`config.mk`:
```
export PLATFORM = sky130hd
export DESIGN_NAME = count_uart_reporter
export DESIGN_NICKNAME = d
export VERILOG_FILES = /design/src/rtl/count_uart_reporter.sv
export SDC_FILE = /design/constraint.sdc
export NUM_CORES = 1
export LEC_CHECK = 0
export CAP_MARGIN = 20
export CORE_UTILIZATION = 30
export DETAILED_ROUTE_END_ITERATION = 10
export PLACE_DENSITY_LB_ADDON = 0.1
export REMOVE_ABC_BUFFERS = 1
export SLEW_MARGIN = 20
export SYNTH_ARGS = -nofsm -noshare
export SYNTH_HDL_FRONTEND = slang
export SYNTH_SLANG_ARGS = --single-unit
```
`constraint.sdc`:
```
create_clock -name clk -period 2.35 [get_ports clk]
set_input_delay 0.235 -clock clk [delete_from_list [all_inputs] [get_ports clk]]
set_output_delay 0.235 -clock clk [all_outputs]
set_load 0.03 [all_outputs]
```
`src/rtl/count_uart_reporter.sv`:
```
// count_uart_reporter
// Watches the 8-bit LED count and, whenever it changes, transmits the new
// value on a UART 8N1 line as "HH\r\n" (two uppercase hex digits, CR, LF).
// Changes that arrive mid-frame collapse into a single pending value, which
// is sent back-to-back after the current frame.
//
// state   | meaning
// --------+-----------------------------------------------------------
// S_IDLE  | line idle high, waiting for the count to change
// S_START | start bit (low) for DIV cycles
// S_DATA  | eight data bits, LSB first, DIV cycles each
// S_STOP  | stop bit (high) for DIV cycles, then next byte / frame / idle
module count_uart_reporter #(
    parameter int CLK_FREQ = 25_000_000,
    parameter int BAUD     = 115200
) (
    input  logic       clk,
    input  logic       rst_n,
    input  logic [7:0] count,
    output logic       tx,
    output logic       busy
);

    localparam int DIV = CLK_FREQ / BAUD;
    localparam int CW  = (DIV > 2) ? $clog2(DIV) : 1;
    localparam logic [CW-1:0] CYC_LOAD = CW'(DIV - 1);

    typedef enum logic [1:0] {
        S_IDLE,
        S_START,
        S_DATA,
        S_STOP
    } state_t;

    state_t        r_state;
    logic [7:0]    r_prev;
    logic [7:0]    r_snap;
    logic [7:0]    r_latest;
    logic          r_pending;
    logic [CW-1:0] r_cyc;
    logic [2:0]    r_bit;
    logic [1:0]    r_byte;

    state_t        w_nxt_state;
    logic [7:0]    w_nxt_snap;
    logic [7:0]    w_nxt_latest;
    logic          w_nxt_pending;
    logic [CW-1:0] w_nxt_cyc;
    logic [2:0]    w_nxt_bit;
    logic [1:0]    w_nxt_byte;
    logic          w_event;
    logic [7:0]    w_byte;

    function automatic logic [7:0] hex_ascii(input logic [3:0] n);
        return (n <= 4'd9) ? (8'h30 + {4'h0, n}) : (8'h37 + {4'h0, n});
    endfunction

    assign w_event = (count != r_prev);

    // Select the byte of the frame currently being shifted out.
    always_comb begin
        w_byte = 8'h0A;
        case (r_byte)
            2'd0:    w_byte = hex_ascii(r_snap[7:4]);
            2'd1:    w_byte = hex_ascii(r_snap[3:0]);
            2'd2:    w_byte = 8'h0D;
            default: w_byte = 8'h0A;
        endcase
    end

    // Next-state, counter and snapshot logic plus the line outputs.
    always_comb begin
        w_nxt_state   = r_state;
        w_nxt_snap    = r_snap;
        w_nxt_latest  = r_latest;
        w_nxt_pending = r_pending;
        w_nxt_cyc     = r_cyc;
        w_nxt_bit     = r_bit;
        w_nxt_byte    = r_byte;
        tx            = 1'b1;
        busy          = 1'b1;

        // Mid-frame changes only keep the newest value; the final stop
        // bit below may consume the change directly instead.
        if (w_event && (r_state != S_IDLE)) begin
            w_nxt_latest  = count;
            w_nxt_pending = 1'b1;
        end

        case (r_state)
            S_IDLE: begin
                busy = 1'b0;
                if (w_event) begin
                    w_nxt_snap  = count;
                    w_nxt_state = S_START;
                    w_nxt_cyc   = CYC_LOAD;
                    w_nxt_byte  = 2'd0;
                end
            end
            S_START: begin
                tx = 1'b0;
                if (r_cyc == '0) begin
                    w_nxt_state = S_DATA;
                    w_nxt_cyc   = CYC_LOAD;
                    w_nxt_bit   = 3'd0;
                end else begin
                    w_nxt_cyc = r_cyc - 1'b1;
                end
            end
            S_DATA: begin
                tx = w_byte[r_bit];
                if (r_cyc == '0) begin
                    w_nxt_cyc = CYC_LOAD;
                    if (r_bit == 3'd7) begin
                        w_nxt_state = S_STOP;
                    end else begin
                        w_nxt_bit = r_bit + 3'd1;
                    end
                end else begin
                    w_nxt_cyc = r_cyc - 1'b1;
                end
            end
            S_STOP: begin
                tx = 1'b1;
                if (r_cyc == '0) begin
                    w_nxt_cyc = CYC_LOAD;
                    if (r_byte != 2'd3) begin
                        w_nxt_byte  = r_byte + 2'd1;
                        w_nxt_state = S_START;
                    end else if (w_event) begin
                        // A change on the very last stop cycle goes out next.
                        w_nxt_snap    = count;
                        w_nxt_pending = 1'b0;
                        w_nxt_byte    = 2'd0;
                        w_nxt_state   = S_START;
                    end else if (r_pending) begin
                        w_nxt_snap    = r_latest;
                        w_nxt_pending = 1'b0;
                        w_nxt_byte    = 2'd0;
                        w_nxt_state   = S_START;
                    end else begin
                        w_nxt_state = S_IDLE;
                    end
                end else begin
                    w_nxt_cyc = r_cyc - 1'b1;
                end
            end
            default: begin
                w_nxt_state = S_IDLE;
            end
        endcase
    end

    // State and datapath registers; reset abandons any frame in flight.
    always_ff @(posedge clk or negedge rst_n) begin
        if (!rst_n) begin
            r_state   <= S_IDLE;
            r_prev    <= 8'h00;
            r_snap    <= 8'h00;
            r_latest  <= 8'h00;
            r_pending <= 1'b0;
            r_cyc     <= '0;
            r_bit     <= 3'd0;
            r_byte    <= 2'd0;
        end else begin
            r_state   <= w_nxt_state;
            r_prev    <= count;
            r_snap    <= w_nxt_snap;
            r_latest  <= w_nxt_latest;
            r_pending <= w_nxt_pending;
            r_cyc     <= w_nxt_cyc;
            r_bit     <= w_nxt_bit;
            r_byte    <= w_nxt_byte;
        end
    end

endmodule
```
* Word level (Yosys, flattened, before mapping)
Cells that the tools add are included.
** Word-level totals
- Logic and storage cells :: 88
- Bits in registers :: 40
- Output and inout port bits :: 2
- Input port bits :: 10
** Operators by class
- Add/sub/neg operators :: 7
- Equality and inequality tests :: 17
- Muxes and demuxes :: 41
- Reduce and logical (&&, ||, !) cells :: 12
- Order comparisons :: 3
** Operator list (number)
- $mux 8 :: 7
- $pmux 8 s2 :: 2
- $add 6x4->7 const A :: 4
- $pmux 7 s3 :: 1
- $mux 2 :: 10
- $ne 2x2->1 const B :: 8
- $mux 7 :: 2
- $mux 1 :: 11
- $reduce_and 5->1 :: 2
- $mux 3 :: 3
- $le 4x4->1 const B :: 2
- $logic_not 8->1 :: 1
- $ne 8x8->1 :: 1
- $pmux 2 s4 :: 1
- $reduce_and 4->1 :: 2
- $sub 8x1->8 const B :: 1
- $eq 2x2->1 const B :: 3
- $pmux 3 s2 :: 1
- $reduce_bool 2->1 :: 3
- $eq 2x1->1 const B :: 2
- $logic_not 2->1 :: 2
- $lt 3x4->1 const B :: 1
- $ne 4x4->1 const B :: 1
- $pmux 2 s2 :: 1
- other kinds (8) :: 8

* Depth between registers and ports, before layout
Gate-level depths: netlist of run 1.
- Depth in word-level cells :: 8
- Mapped depth :: 7
- Mapped depth without buffers :: 7

* Worst setup path before layout of run 1
OpenSTA, ideal clock, no wires.
- Path kind :: register to output
- Start point :: register r_snap[0]
- End point :: output port tx
- Data required time :: 2.115 ns
- Path slack :: 0.165 ns
- Stages on the path, launching flop included :: 8
- Arrival :: 1.950 ns
- Path buffers :: 0
- Cells stage by stage :: dfrtp_1 -> inv_1 -> ha_1 -> o21bai_1 -> a21oi_1 -> or4_1 -> o2111ai_1 -> o211ai_1
** On the way
- Longest elaborated chain between the ends :: 6
- Elaborated cells between the ends (all ways) :: 8
- Classes of those cells :: add/sub: 2; order compare: 1; mux: 5
** Ends and longest elaborated chain
- start: declaration :: line 37 : logic [7:0] r_snap;
- start signal: assignment :: line 168 : r_snap <= w_nxt_snap;
- $add 6x4->7 / $le 4x4->1 (equally long branches) :: line 55 : return (n <= 4'd9) ? (8'h30 + {4'h0, n}) : (8'h37 + {4'h0, n});
- $mux 7 * :: line 55
- $pmux 7 s3 * :: line 63 : case (r_byte)
- $bmux 1 s3 * :: line 111 : tx = w_byte[r_bit];
- $mux 1 (not written as such) * :: line 111
- $pmux 1 s2 * :: line 90 : case (r_state)
- end: declaration :: line 20 : output logic tx,
Mark *: on every way between the ends. The rest lies on a longest branch, timed or not. The select of a mux whose other input is x is not followed.

* Worst setup path after layout of run 1
- Start point :: register r_snap[1]
- End point :: output port tx
Same word-level chain as after synthesis.

==> impl_metrics.yaml, run 1 <==
sta:
  period_share_pct: 99.4
  tightest_slew_ns: 0.416
  drv_slew: 0
  timing.fmax_mhz: 428
  finalClockSkew_ns: 0.00459
  rsz0062_at_grt: "true"
  final_hold_viol_count: 0
  setup_violations: 0
  period_minus_slack_ns: 2.34
  holdWs_ns: 0.327
  slew_headroom_pct: 72.3
  fin_ws_ns: 0.0135
setup_path:
  r2r_cells: 7
  crit_path_max_fanout: 3
  rrSetupSlack_ns: 0.38
  r2r_end: "r_snap[3]"
  critPathKind: "reg -> out"
  crit_start: "r_snap[1]"
  slowest_delay_ns: 0.48
  critPathSlowestCell: "or4_4"
  crit_arrival_ns: 2.10
  crit_cells: 8
  path_cells: "inv_2 > ha_4 > o21bai_4 > and4_1 > or4_4 > o2111ai_2 > o211ai_1 > buf_4"
  r2r_start: "r_prev[4]"
  cp-endpoint: "tx"
  endpoint_kind: "output pin"
  start_kind: "flop"
  path_delay_family: "simple AND/OR/NAND/NOR gates"
  critPathRequiredTime_ns: 2.12
  path_buf_inv: 2
floorplan:
  coreArea_um2: 7690
  die_w_um: 91.1
  dieArea_um2: 8310
  pin_count: 12
  die_h_um: 91.1
  start_util_pct: 31.0
  row_count: 32
detailed_routing:
  routed_wl_mm: 5.33
  ant_nets: 0
  drcViolationCount: 0
  wl_met3_um: 95
  wl_met1_mm: 2.78
  wl_per_cell_um: 13.6
  vias_per_cell: 4.74
  dr.first_iter.drc_count: 35
  wl_met2_mm: 2.39
  dr.pass1.iters: 4
  via_count: 1855
  routed.top_layer: "met4"
clock_tree:
  cts_buffers: 5
  clk_latency_ns: 0.29
  cts_sinks: 40
  clockBufferDepth: 2
  cts_tree: "yes"
  htree_levels: 2
  clk_pin_slew_worst_paths_ns: 0.08
  root_buffer: "clkbuf_8"
synth:
  synth_top_family_by_area: "compound AO/OA/AOI/OAI gates"
  synth_cell_types: 50
  synth_adder_area_share_pct: 8.92
  synth-edff-count: 0
  synthArstFlopShare_pct: 100
  synth_ff_type: "dfrtp_1"
  yosys_warnings: 0
  muxShareOfSynthArea_pct: 13.1
  yosys.area_share.simple_pct: 14.4
  seq_area_frac_synth_pct: 42.0
  avgSynthCellArea_um2: 10.7
  synth-compound-area-share_pct: 14.5
  syn_area_um2: 2380
  synth-seq-cells: 40
  synth_cells: 223
  synthXorXnorAreaFrac_pct: 3.67
placement:
  dp_slack_ns: -0.209
  placed_cells: 375
  place_hpwl_mm: 4.01
  gp_congestion: 0.774
  numPortBuffers: 11
global_route:
  gr-total-overflow: 0
  grt_pass1_wl_mm: 9.31
  grt_pass1_vias: 1891
  globalRouteTotalUtil_pct: 14.2
  antenna_found_initial: 0
  grt_max_degree: 32
cells_and_area:
  final_cell_mix: "buf_4, dfrtp_1, mux2_2"
  post-route-util_pct: 40.9
  final_nets: 315
  layout_commonest_cell: "buf_4"
  area_growth_pct: 31.9
  num-fill-cells: 794
  stdcell_count: 391
  drive_gt1_share_pct: 31.8
  diodes: 0
power_and_ir_drop:
  comb_power_share_pct: 10.3
  total_leakage_power_nw: 1.49
  switchingPower_w: 0.000325
  pwr-share-clk_pct: 39.2
  powerDensity_nw_per_um2: 455
  peakVddDrop_mv: 0.200
  switching_share_pct: 22.8
  p_seq_share_pct: 50.5
  p_int_w: 0.00110
  finalPower_w: 0.00143
worst_hold_path:
  min_path_type: "in -> async"
run_status:
  status: "completed"
flow_run:
  max_cap_viol_count: 0
==> sequential cells by signal, indices dropped and copies added, names as in the netlist <==
name	cells
r_snap	8
r_cyc	8
r_latest	8
r_byte	2
r_state	2
r_prev	8
r_bit	3
r_pending	1
==> power by group through the flow <==
stage          registers [W]  logic (W)  clock network, W
6_report            0.000721   0.000147          0.000561
4_1_cts             0.000721   0.000146          0.000587
5_1_grt             0.000724   0.000166          0.000609
3_5_place_dp        0.000735   0.000132                 0
3_3_place_gp        0.000734   0.000132                 0
2_1_floorplan       0.000734  0.0000514                 0
==> kinds of logic after synthesis <==
group                    after synthesis
adder cells (fa/ha/maj)               17
XOR/XNOR                              10
AO/OA/AOI/OAI                         49
flip-flops                            40
buffers and inverters                 20
AND/OR/NAND/NOR                       58
multiplexers                          29
==> cell usage after synthesis, drive strengths merged (2+ instances only) <==
cell     number  share of area (%)
dfrtp        40                 42
mux2         18                8.5
ha           17                8.9
inv          16                2.5
nand2        16                2.5
mux2i        11                4.6
o21ai        11                2.3
xor2          8                2.9
nand3         7                2.0
nor2          7                1.1
a21oi         6                1.3
a31oi         5                1.3
nor4          4                1.8
and2          3               0.79
and3          3               0.79
and4          3                1.1
o2111ai       3                1.1
o21a          3               0.94
or3           3               0.79
a21boi        2               0.63
a221o         2               0.84
a22o          2               0.74
buf           2               0.52
clkbuf        2               0.32
nand3b        2               0.63
nand4         2               0.52
nor3          2               0.42
o21bai        2               0.63
o311ai        2               0.74
xnor2         2               0.74
==> worst register-to-register path: cells and delay by family, from the launching register on <==
kind | cells | cell delay [ns]
xor+xnor | 1 | 0.16
mux | 1 | 0.33
buf+inv | 2 | 0.36
flops | 1 | 0.38
compound gates | 1 | 0.15
simple gates | 2 | 0.48
==> how the worst min path moves through the flow <==
stage	from	endpoint	slack [ns]	depth (start not counted)
global route	rst_n	r_bit[1]	0.36	2
finish	rst_n	r_bit[1]	0.33	2
global placement	rst_n	r_bit[1]	0.12	1
floorplan	rst_n	r_bit[0]	-0.06	0
detailed placement	rst_n	r_bit[1]	0.11	1
CTS	rst_n	r_bit[1]	0.33	2
==> repair_timing <==
item	4_1_cts	5_1_grt
hold endpoints to repair	9	0
hold buffers	1	0
buffers inserted	6	2
pin swaps	7	4
endpoints found under the setup margin	1	1
resized for setup	13	4
==> metal layers <==
metal  up-vias  GRT usage [%]
met5         -              0
met1       885           20.4
met2        16           21.5
met4         0           4.76
li1        950              -
met3         4           2.51
==> metrics by stage <==
stage | TNS [ns] | instance area, um^2
after floorplan | 0 | 2360
after global placement | -0.200 | 2920
after detailed placement | -0.209 | 2920
after CTS | -0.0401 | 3110
after global routing | -0.117 | 3140
final | 0 | 3140
==> cell type report <==
type | count | area, um^2 | area share [%]
Inverter | 16 | 60.1 | 1.91
Multi-Input combinational cell | 163 | 1360 | 43.1
Timing Repair Buffer | 62 | 492 | 15.6
Clock buffer | 6 | 72.6 | 2.31
Tap cell | 102 | 128 | 4.06
Sequential cell | 40 | 1000 | 31.8
Clock inverter | 2 | 35.0 | 1.11
Note: power is estimated with default switching activity, not from simulation.
==> inputs of run 2 (changes only) <==
--- a/config.mk
+++ b/config.mk
@@ -9,6 +9,7 @@
 export CORE_UTILIZATION = 30
 export DETAILED_ROUTE_END_ITERATION = 10
 export PLACE_DENSITY_LB_ADDON = 0.1
+export RECOVER_POWER = 50
 export REMOVE_ABC_BUFFERS = 1
 export SLEW_MARGIN = 20
 export SYNTH_ARGS = -nofsm -noshare
==> constraint.sdc (replaced) <==
create_clock -name clk -period 2.5 [get_ports clk]
set_input_delay 0.25 -clock clk [delete_from_list [all_inputs] [get_ports clk]]
set_output_delay 0.25 -clock clk [all_outputs]
set_load 0.03 [all_outputs]
==> run 2 against run 1 <==
  * The run now ends with max-capacitance violations, max-slew violations left
  * First-iteration DRC count increased by 29%
  * Setup slack improved by 0.12 ns
  * Combinational power decreased by 21%
  * Global-route usage decreased by 0.40 points
  * Core utilization decreased by 2.6 points
  * Wire length decreased by 2.3%
  * Die area unchanged
  * Via count decreased by 4.9%
  * Hold slack improved by 0.18 ns
  * Cell area decreased by 6.2%
  * Final cell count decreased by 6.1%
  * Critical endpoint unchanged
  * Highest routed layer unchanged
==> impl_metrics.yaml, run 2 (synthesized netlist as in run 1, its figures left out) <==
setup_path:
  slowest_delay_ns: 0.41
  path_delay_family: "simple AND/OR/NAND/NOR gates"
  start_kind: "flop"
  r2r_start: "r_prev[4]"
  crit_arrival_ns: 2.12
  crit_path_max_fanout: 4
  path_buf_inv: 2
  critPathKind: "reg -> out"
  r2r_cells: 6
  rrSetupSlack_ns: 0.45
  critPathRequiredTime_ns: 2.25
  critPathSlowestCell: "or4_4"
  path_cells: "inv_2 > ha_2 > o21bai_4 > and4_1 > or4_4 > o2111ai_2 > o211ai_1 > buf_4"
  endpoint_kind: "output pin"
  r2r_end: "r_snap[7]"
floorplan:
  dieArea_um2: 8310
  start_util_pct: 31.0
  die_w_um: 91.1
  coreArea_um2: 7690
  pin_count: 12
  row_count: 32
  die_h_um: 91.1
placement:
  gp_congestion: 0.778
  numPortBuffers: 11
  post_dp_cell_area_um2: 2790
  place_hpwl_mm: 3.90
clock_tree:
  clk_pin_slew_worst_paths_ns: 0.08
  root_buffer: "clkbuf_8"
  cts_buffers: 5
  clockBufferDepth: 2
  cts_sinks: 40
  ctsHoldBuffers: 0
  cts_tree: "yes"
  clk_latency_ns: 0.30
  htree_levels: 2
global_route:
  antenna_found_initial: 0
  gr-total-overflow: 0
  grt_max_degree: 41
  grt_pass1_vias: 1796
  grt_pass1_wl_mm: 8.98
  globalRouteTotalUtil_pct: 13.8
detailed_routing:
  dr.first_iter.drc_count: 45
  routed_wl_mm: 5.20
  vias_per_cell: 4.81
  ant_nets: 0
  drcViolationCount: 0
  dr.pass1.iters: 3
  via_count: 1765
  wl_per_cell_um: 14.2
run_status:
  violations: "max-capacitance violations, max-slew violations"
  status: "finished, violations left"
worst_hold_path:
  holdPathEnd: "r_latest[3]"
  holdPathStages: 1
  min_path_type: "reg -> reg"
  hp-start: "r_latest[3]"
cells_and_area:
  fin_area_um2: 2950
  area_growth_pct: 23.6
  final_nets: 291
  num-fill-cells: 797
  diodes: 0
  drive_gt1_share_pct: 26.0
  final_cell_mix: "dfrtp_1, buf_4, mux2_2"
  layout_commonest_cell: "dfrtp_1"
power_and_ir_drop:
  finalPower_w: 0.00133
  powerDensity_nw_per_um2: 452
  total_leakage_power_nw: 1.37
  peakVddDrop_mv: 0.267
sta:
  period_minus_slack_ns: 2.37
  finalClockSkew_ns: 0.00711
  holdWs_ns: 0.509
  rsz0062_at_grt: "false"
  tightest_slew_ns: 2.24
  drv_slew: 41
  period_share_pct: 94.7
  timing.fmax_mhz: 422
  setup_violations: 0
  final_hold_viol_count: 0
  slew_headroom_pct: -49.1
flow_run:
  max_cap_viol_count: 1
## run 2: changes by cell type in the layout (fill, tap and decap cells not counted)
cell,delta
buf_6,-1
buf_2,-1
ha_4,-1
clkinvlp_4,+1
buf_4,-22
clkdlybuf4s50_1,-8
o21bai_2,+1
ha_2,+1
o2111ai_1,+1
o21bai_1,-1
o2111ai_2,-1
dlygate4sd3_1,+7
## run 2: what timing repair did
item	CTS	global route
setup endpoints to repair	1	1
resized for setup	6	10
pin swaps	1	1
setup buffers	1	0
## run 2: worst max path at each step
| stage | startpoint | endpoint | slack (ns) | cells past startpoint |
|---|---|---|---|---|
| 6_report | r_snap[1] | tx | 0.13 | 8 |
| 5_1_grt | r_snap[0] | tx | 0.01 | 8 |
| 4_1_cts | r_snap[0] | tx | 0.03 | 8 |
| 3_5_place_dp | r_snap[0] | tx | -0.21 | 8 |
| 3_3_place_gp | r_snap[0] | tx | -0.15 | 8 |
| 2_1_floorplan | r_snap[0] | tx | 0.30 | 7 |
## run 2: metal layers
metal | vias up | global-route usage (%) | share of wire (%)
met5 | - | 0 | 0
met4 | 0 | 5.16 | 1.8
met3 | 7 | 2.93 | 2.0
met2 | 16 | 20.5 | 42
met1 | 839 | 19.7 | 54
li1 | 903 | - | -
## run 2: final cells by class
class,count,area (um^2),share of cell area (%)
repair buffers,38,304,10.3
clock buffers,5,68.8,2.34
flip-flops and latches,40,1000,34.0
inverters,16,60.1,2.04
clock inverters,3,42.5,1.44
well taps,102,128,4.33
multi-input cells,163,1340,45.6
## run 2: where the power goes
| group | switching, W | internal [W] | total, W |
|---|---|---|---|
| logic | 0.0000591 | 0.0000569 | 0.000116 |
| clock network | 0.000241 | 0.000296 | 0.000536 |
| registers | 0.0000123 | 0.000667 | 0.000679 |
| total | 0.000312 | 0.00102 | 0.00133 |
## run 2: metrics by stage
stage / TNS (ns) / util [%] / worst slack [ns] / cells
2_1_floorplan: 0 / - / 0.300 / 219
3_3_place_gp: -0.154 / 36.3 / -0.154 / 358
4_1_cts: 0 / 37.8 / 0.0334 / 367
3_5_place_dp: -0.206 / 36.3 / -0.206 / 358
5_1_grt: 0 / 38.3 / 0.0138 / 367
6_report: 0 / 38.3 / 0.131 / 367
